`src/rtl/mvu_weight_sequencer.sv`:
```
// Weight-stream controller: replays an NF*SF-word weight memory in MVU order once per
// input vector, prefetching reads under a credit limit into a small registered-output FIFO.
module mvu_weight_sequencer #(
  parameter int MW           = 8,
  parameter int MH           = 4,
  parameter int PE           = 2,
  parameter int SIMD         = 2,
  parameter int WEIGHT_WIDTH = 3,
  parameter int MEM_LAT      = 2,
  localparam int SF          = MW / SIMD,
  localparam int NF          = MH / PE,
  localparam int WORDS       = NF * SF,
  localparam int AW          = (WORDS > 1) ? $clog2(WORDS) : 1,
  localparam int WW          = PE * SIMD * WEIGHT_WIDTH,
  localparam int WW_BA       = (WW + 7) / 8 * 8
) (
  input  logic              clk,
  input  logic              rst,
  input  logic              start,
  input  logic [31:0]       num_vectors,
  output logic              busy,
  output logic              done,
  output logic              mem_en,
  output logic [AW-1:0]     mem_addr,
  input  logic [WW-1:0]     mem_rdata,
  output logic [WW_BA-1:0]  m_axis_weights_tdata,
  output logic              m_axis_weights_tvalid,
  input  logic              m_axis_weights_tready,
  output logic              m_axis_weights_tlast
);

  localparam int DEPTH = MEM_LAT + 2;
  localparam int BUF_N = DEPTH - 1;
  localparam int PW    = $clog2(BUF_N);
  localparam int CW    = $clog2(BUF_N + 1);
  localparam int OW    = $clog2(DEPTH + 1);

  localparam logic [AW-1:0] LAST_ADDR = AW'(WORDS - 1);
  localparam logic [PW-1:0] PTR_LAST  = PW'(BUF_N - 1);
  localparam logic [OW-1:0] CREDITS   = OW'(DEPTH);
  localparam logic [CW-1:0] BUF_FULL  = CW'(BUF_N);

  typedef enum logic [1:0] {
    S_IDLE,
    S_RUN,
    S_DRAIN,
    S_FIN
  } state_t;

  state_t          state_q, state_d;
  logic            busy_q, busy_d;
  logic            done_q, done_d;
  logic [31:0]     nv_q, nv_d;
  logic [31:0]     vec_q, vec_d;
  logic [AW-1:0]   addr_q, addr_d;
  logic [OW-1:0]   outs_q, outs_d;
  logic [MEM_LAT-1:0] vld_q, vld_d;
  logic [MEM_LAT-1:0] lst_q, lst_d;

  logic [WW-1:0]   buf_q [BUF_N];
  logic [WW-1:0]   buf_d [BUF_N];
  logic            blst_q [BUF_N];
  logic            blst_d [BUF_N];
  logic [PW-1:0]   rd_q, rd_d;
  logic [PW-1:0]   wr_q, wr_d;
  logic [CW-1:0]   cnt_q, cnt_d;

  logic [WW-1:0]   tdata_q, tdata_d;
  logic            tvalid_q, tvalid_d;
  logic            tlast_q, tlast_d;

  logic            hs;
  logic            issue;
  logic            addr_last;
  logic            run_last;
  logic            push;
  logic            out_free;
  logic            buf_pull;
  logic            buf_push;

  assign hs        = tvalid_q && m_axis_weights_tready;
  // A full credit pool may still issue when a word leaves the FIFO in the same cycle.
  assign issue     = (state_q == S_RUN) &&
                     ((outs_q < CREDITS) || ((outs_q == CREDITS) && hs));
  assign addr_last = (addr_q == LAST_ADDR);
  assign run_last  = issue && addr_last && (vec_q == nv_q - 32'd1);
  assign push      = vld_q[MEM_LAT-1];
  assign out_free  = !tvalid_q || hs;
  assign buf_pull  = out_free && (cnt_q != '0);
  assign buf_push  = push && !(out_free && (cnt_q == '0));

  always_comb begin
    state_d = state_q;
    nv_d    = nv_q;
    vec_d   = vec_q;
    addr_d  = addr_q;
    outs_d  = outs_q;

    case (state_q)
      S_IDLE: begin
        if (start) begin
          nv_d    = num_vectors;
          vec_d   = '0;
          addr_d  = '0;
          state_d = (num_vectors == 32'd0) ? S_FIN : S_RUN;
        end
      end
      S_RUN: begin
        if (run_last) begin
          state_d = S_DRAIN;
        end
      end
      S_DRAIN: begin
        if (hs && (outs_q == OW'(1))) begin
          state_d = S_FIN;
        end
      end
      S_FIN: begin
        state_d = S_IDLE;
      end
      default: begin
        state_d = S_IDLE;
      end
    endcase

    if (issue) begin
      if (addr_last) begin
        addr_d = '0;
        vec_d  = vec_q + 32'd1;
      end else begin
        addr_d = addr_q + 1'b1;
      end
    end

    case ({issue, hs})
      2'b10:   outs_d = outs_q + OW'(1);
      2'b01:   outs_d = outs_q - OW'(1);
      default: outs_d = outs_q;
    endcase

    busy_d = (state_d != S_IDLE);
    done_d = (state_d == S_FIN);
  end

  // Tag each issued read so its data is captured exactly MEM_LAT cycles later.
  always_comb begin
    vld_d    = '0;
    lst_d    = '0;
    vld_d[0] = issue;
    lst_d[0] = issue && addr_last;
    for (int i = 1; i < MEM_LAT; i++) begin
      vld_d[i] = vld_q[i-1];
      lst_d[i] = lst_q[i-1];
    end
  end

  // Output register is the FIFO head; the buffer only fills while the head is blocked.
  always_comb begin
    tdata_d  = tdata_q;
    tvalid_d = tvalid_q;
    tlast_d  = tlast_q;
    buf_d    = buf_q;
    blst_d   = blst_q;
    rd_d     = rd_q;
    wr_d     = wr_q;
    cnt_d    = cnt_q;

    if (out_free) begin
      if (cnt_q != '0) begin
        tdata_d  = buf_q[rd_q];
        tlast_d  = blst_q[rd_q];
        tvalid_d = 1'b1;
        rd_d     = (rd_q == PTR_LAST) ? '0 : rd_q + 1'b1;
      end else if (push) begin
        tdata_d  = mem_rdata;
        tlast_d  = lst_q[MEM_LAT-1];
        tvalid_d = 1'b1;
      end else begin
        tvalid_d = 1'b0;
      end
    end

    if (buf_push) begin
      buf_d[wr_q]  = mem_rdata;
      blst_d[wr_q] = lst_q[MEM_LAT-1];
      wr_d         = (wr_q == PTR_LAST) ? '0 : wr_q + 1'b1;
    end

    case ({buf_push, buf_pull})
      2'b10:   cnt_d = cnt_q + CW'(1);
      2'b01:   cnt_d = cnt_q - CW'(1);
      default: cnt_d = cnt_q;
    endcase
  end

  always_ff @(posedge clk) begin
    if (rst) begin
      state_q  <= S_IDLE;
      busy_q   <= 1'b0;
      done_q   <= 1'b0;
      nv_q     <= '0;
      vec_q    <= '0;
      addr_q   <= '0;
      outs_q   <= '0;
      vld_q    <= '0;
      lst_q    <= '0;
      rd_q     <= '0;
      wr_q     <= '0;
      cnt_q    <= '0;
      tdata_q  <= '0;
      tvalid_q <= 1'b0;
      tlast_q  <= 1'b0;
      for (int i = 0; i < BUF_N; i++) begin
        buf_q[i]  <= '0;
        blst_q[i] <= 1'b0;
      end
    end else begin
      state_q  <= state_d;
      busy_q   <= busy_d;
      done_q   <= done_d;
      nv_q     <= nv_d;
      vec_q    <= vec_d;
      addr_q   <= addr_d;
      outs_q   <= outs_d;
      vld_q    <= vld_d;
      lst_q    <= lst_d;
      rd_q     <= rd_d;
      wr_q     <= wr_d;
      cnt_q    <= cnt_d;
      tdata_q  <= tdata_d;
      tvalid_q <= tvalid_d;
      tlast_q  <= tlast_d;
      for (int i = 0; i < BUF_N; i++) begin
        buf_q[i]  <= buf_d[i];
        blst_q[i] <= blst_d[i];
      end
    end
  end

  // The credit limit makes both of these unreachable.
  always_ff @(posedge clk) begin
    if (!rst) begin
      assert (!(buf_push && !buf_pull && (cnt_q == BUF_FULL)));
      assert (outs_q <= CREDITS);
    end
  end

  always_comb begin
    m_axis_weights_tdata         = '0;
    m_axis_weights_tdata[WW-1:0] = tdata_q;
  end

  assign m_axis_weights_tvalid = tvalid_q;
  assign m_axis_weights_tlast  = tlast_q;
  assign mem_en                = issue;
  assign mem_addr              = addr_q;
  assign busy                  = busy_q;
  assign done                  = done_q;

endmodule

```
`config.mk`:
```
export PLATFORM = sky130hd
export DESIGN_NAME = mvu_weight_sequencer
export DESIGN_NICKNAME = d
export VERILOG_FILES = /design/src/rtl/mvu_weight_sequencer.sv
export SDC_FILE = /design/constraint.sdc
export NUM_CORES = 1
export LEC_CHECK = 0
export CORE_MARGIN = 2
export CORE_UTILIZATION = 35
export DETAILED_ROUTE_END_ITERATION = 8
export GPL_TIMING_DRIVEN = 0
export SLEW_MARGIN = 20
export SYNTH_ARGS = -nofsm -noshare
export SYNTH_HDL_FRONTEND = slang
export SYNTH_SLANG_ARGS = --single-unit
```
`constraint.sdc`:
```
create_clock -name clk -period 3.7 [get_ports clk]
set_input_delay 0.555 -clock clk [delete_from_list [all_inputs] [get_ports clk]]
set_output_delay 0.555 -clock clk [all_outputs]
set_load 0.05 [all_outputs]
```
==> results of run 1 <==
## cells by family (layout without fill, tap and decap cells)
| logic type | Yosys count | count (layout) | share of synthesized area (%) |
|---|---|---|---|
| and+or+nand+nor | 379 | 379 | 26.0 |
| AOI/OAI and AO/OA | 174 | 174 | 15.5 |
| DFF | 137 | 137 | 40.0 |
| buffers and inverters | 69 | 167 | 4.24 |
| xor gates and xnor gates | 58 | 58 | 7.42 |
| muxes | 33 | 33 | 4.91 |
| adders and majority gates | 10 | 10 | 1.83 |
| other | 1 | 4 | 0.0548 |
## sequential cells by signal, summed over array words and instances, names as in the netlist
name                   flops
blst_q                     3
buf_q                     36
busy                       1
cnt_q                      2
done                       1
lst_q                      2
m_axis_weights_tlast       1
m_axis_weights_tvalid      1
mem_addr                   3
nv_q                      32
outs_q                     3
rd_q                       2
state_q                    2
tdata_q                   12
vec_q                     32
vld_q                      2
wr_q                       2
## power by group through the flow
stage | Sequential (W) | Clock, W | Combinational [W]
detailed placement | 0.00167 | 0 | 0.00107
floorplan | 0.00180 | 0 | 0.000580
finish | 0.00163 | 0.00163 | 0.00107
global placement | 0.00166 | 0 | 0.00106
global route | 0.00164 | 0.00172 | 0.00117
CTS | 0.00163 | 0.00166 | 0.00107
## worst max-delay path: stages
cell and delay [ps]:
clkdlybuf4s50_1 550, nand3_1 140, a211oi_2 660, and4_1 270, clkbuf_1 340, and4_1 280, clkbuf_1 300, nand4_1 170
or2_2 300, a21oi_1 130
## synth_stat cells (all sizes together) (3+ instances only)
| library cell | instances | area share [%] |
|---|---|---|
| nor4 | 15 | 1.5 |
| buf | 12 | 1.1 |
| mux2 | 5 | 0.82 |
| mux2i | 28 | 4.1 |
| a211oi | 3 | 0.33 |
| nand2b | 4 | 0.37 |
| nor2 | 68 | 3.7 |
| and4 | 6 | 0.77 |
| ha | 10 | 1.8 |
| inv | 12 | 0.66 |
| nor2b | 8 | 0.73 |
| nor3b | 3 | 0.33 |
| or4 | 4 | 0.55 |
| and2 | 4 | 0.37 |
| dfxtp | 137 | 40 |
| or3 | 14 | 1.3 |
| a31oi | 4 | 0.37 |
| nor3 | 18 | 1.3 |
| xor2 | 30 | 3.8 |
| a21oi | 96 | 7.0 |
| nand3 | 22 | 1.6 |
| or3b | 3 | 0.38 |
| nand2 | 175 | 9.6 |
| and3 | 8 | 0.73 |
| clkbuf | 45 | 2.5 |
| or2 | 6 | 0.55 |
| nand4 | 10 | 0.91 |
| o31ai | 3 | 0.33 |
| o211ai | 31 | 3.4 |
| nor4b | 3 | 0.38 |
| o21ai | 14 | 1.0 |
| xnor2 | 28 | 3.6 |
## per-stage QoR
stage	instance area, um^2	util (%)	hold slack, ps	power, W
after floorplan	6860	-	414	0.00238
after global placement	7850	40.6	418	0.00273
after detailed placement	7860	40.6	428	0.00274
after CTS	8410	43.5	443	0.00436
after global routing	8420	43.5	464	0.00454
final	8420	43.5	437	0.00434
## worst paths after layout
path,startpoint,end,slack [ps]
max,m_axis_weights_tready,vec_q[31]$_SDFF_PP0_,360
min,lst_q[0]$_SDFF_PP0_,lst_q[1]$_SDFF_PP0_,440
max reg2reg,outs_q[1]$_SDFFE_PP0P_,vec_q[31]$_SDFF_PP0_,360
min reg2reg,lst_q[0]$_SDFF_PP0_,lst_q[1]$_SDFF_PP0_,440
## metal layers
| metal | up-vias | track usage [%] |
|---|---|---|
| li1 | 3167 | - |
| met5 | - | 0 |
| met2 | 153 | 32.4 |
| met1 | 2963 | 24.8 |
| met4 | 0 | 6.50 |
| met3 | 27 | 4.00 |
## area by class of cell
| class | instances | area, um^2 | area share [%] |
|---|---|---|---|
| clock buffer | 17 | 425 | 5.05 |
| tap | 265 | 332 | 3.94 |
| inverter | 12 | 45.0 | 0.535 |
| sequential | 137 | 2740 | 32.6 |
| timing repair buffer | 66 | 661 | 7.85 |
| buffer | 57 | 245 | 2.91 |
| clock inverter | 15 | 131 | 1.56 |
| multi-input combinational | 658 | 3840 | 45.6 |
==> metrics.md, run 1 <==
| Metric | Value |
|---|---|
| Status | completed |
| Synth Flop Type | dfxtp_1 |
| DR iter-0 viols | 398 |
| VDD IR max | 0.000316 V |
| Post-synth ARST share | 0% |
| Detail Route Antenna Nets | 0 |
| Post-DR wirelength/cell | 15.9 um |
| PD cells | 515 nW/um^2 |
| Number of synthesized flops with an enable pin | 0 |
| Part of the power in registers | 37.7% |
| Critical Path Fanout Max | 8 |
| Placed cell count | 1195 |
| Io pins | 72 |
| Setup Crit Path Kind | in -> reg |
| Nets | 1007 |
| Wire length on met2 | 9520 um |
| Post-Syn Instances | 861 |
| Root Buffer | clkbuf_16 |
| Routability Congestion | 0.875 |
| Most common cell after layout, fill and taps aside | nand2_1 |
| Core ar. | 19300 um^2 |
| Max-Cap Viols | 0 |
| Unique masters post-synth | 64 |
| DR vias | 6310 |
| P_sw | 0.00151 W |
| Static leakage | 2.98 nW |
| FF-to-FF path depth | 12 |
| Number of clock sinks | 137 |
| Setup Skew | 7.73 ps |
| Headroom to the max-slew limit | 37.2% |
| Num CTS Buffers | 17 |
| DRC viols | 0 |
| Antenna diode count | 0 |
| RSZ-0062 raised after global routing | no |
| Detailed-router iteration count before antenna repair | 5 |
| Largest buffer count on any clock path | 2 |
| Synth warn | 0 |
| Worst-Skew Late Latency | 430 ps |
| DR top layer | met4 |
| Clk network pwr share | 37.7% |
| PortBufs | 66 |
| Hold buffer count at CTS | 0 |
| Final non-filler cell total | 1227 |
| Hold path depth | 1 |
| Sequential-to-total area share from yosys stat | 40.0% |
| Setup ws final | 357 ps |
| Initial core utilization | 35.4% |
| Fmax | 0.299 GHz |
| Crit path DAT | 3700 ps |
| Pint | 0.00283 W |
| Worst Setup Start Kind | input port |
| Crit share post-route | 90.4% |
| GRT Overall Usage | 19.3% |
| Setup TNS | 0 ps |
| CP Capture Type | flop |
| FF+latch count, synth | 137 |
| Worst-path clk slew | 60 ps |
| Die Wd | 144 um |
| Final Hold Fails | 0 |
| Total die area | 20700 um^2 |
| Worst slack at placement | -374 ps |
| Post-CTS setup buffer count | 0 |
| Critical Path RT | 4060 ps |
| First-pass GRT wire length | 31000 um |
| Num rows | 51 |
| Post-CTS sizing | 0 |
| CTS tree | yes |
| M1 wire length | 8750 um |
| Hold WC Path Type | reg -> reg |
| H-tree levels | 4 |
| Post-layout minimum cycle time | 3340 ps |
| Hpwl dp | 14200 um |
| Initial antenna violation count | 0 |
| Final setup vio count | 0 |
| Die Ht | 144 um |
| Share of layout cells above drive strength 1 | 6.34% |
| Slew Limit Fails | 0 |
| Vias in the first global route | 5903 |
| Post-synthesis instance area | 6850 um^2 |
| Tightest Pin Transition | 933 ps |
| Metal3 WL | 872 um |
| Syn Area/Cell | 7.95 um^2 |
| Final WL | 19500 um |
| Syn-to-layout area delta | 22.9% |
| Vias per cell | 5.14 |
| Logic pwr share | 24.7% |
| Maximum number of pins on one net before global-route repair | 17 |
| Switching portion of total power | 34.9% |
| Total grt overflow | 0 |
| Commonest cells after routing, fill and taps aside | 175 x nand2_1, 137 x dfxtp_1, 96 x a21oi_1 |
| Filler cell count | 1969 |
Power figures use the tool's default switching activity.
==> run 2, diff against run 1 <==
Settings changed: SKIP_LAST_GASP set to 1.
==> results of run 2 <==
The final DEF is identical to that of run 1; final timing and power are the same.
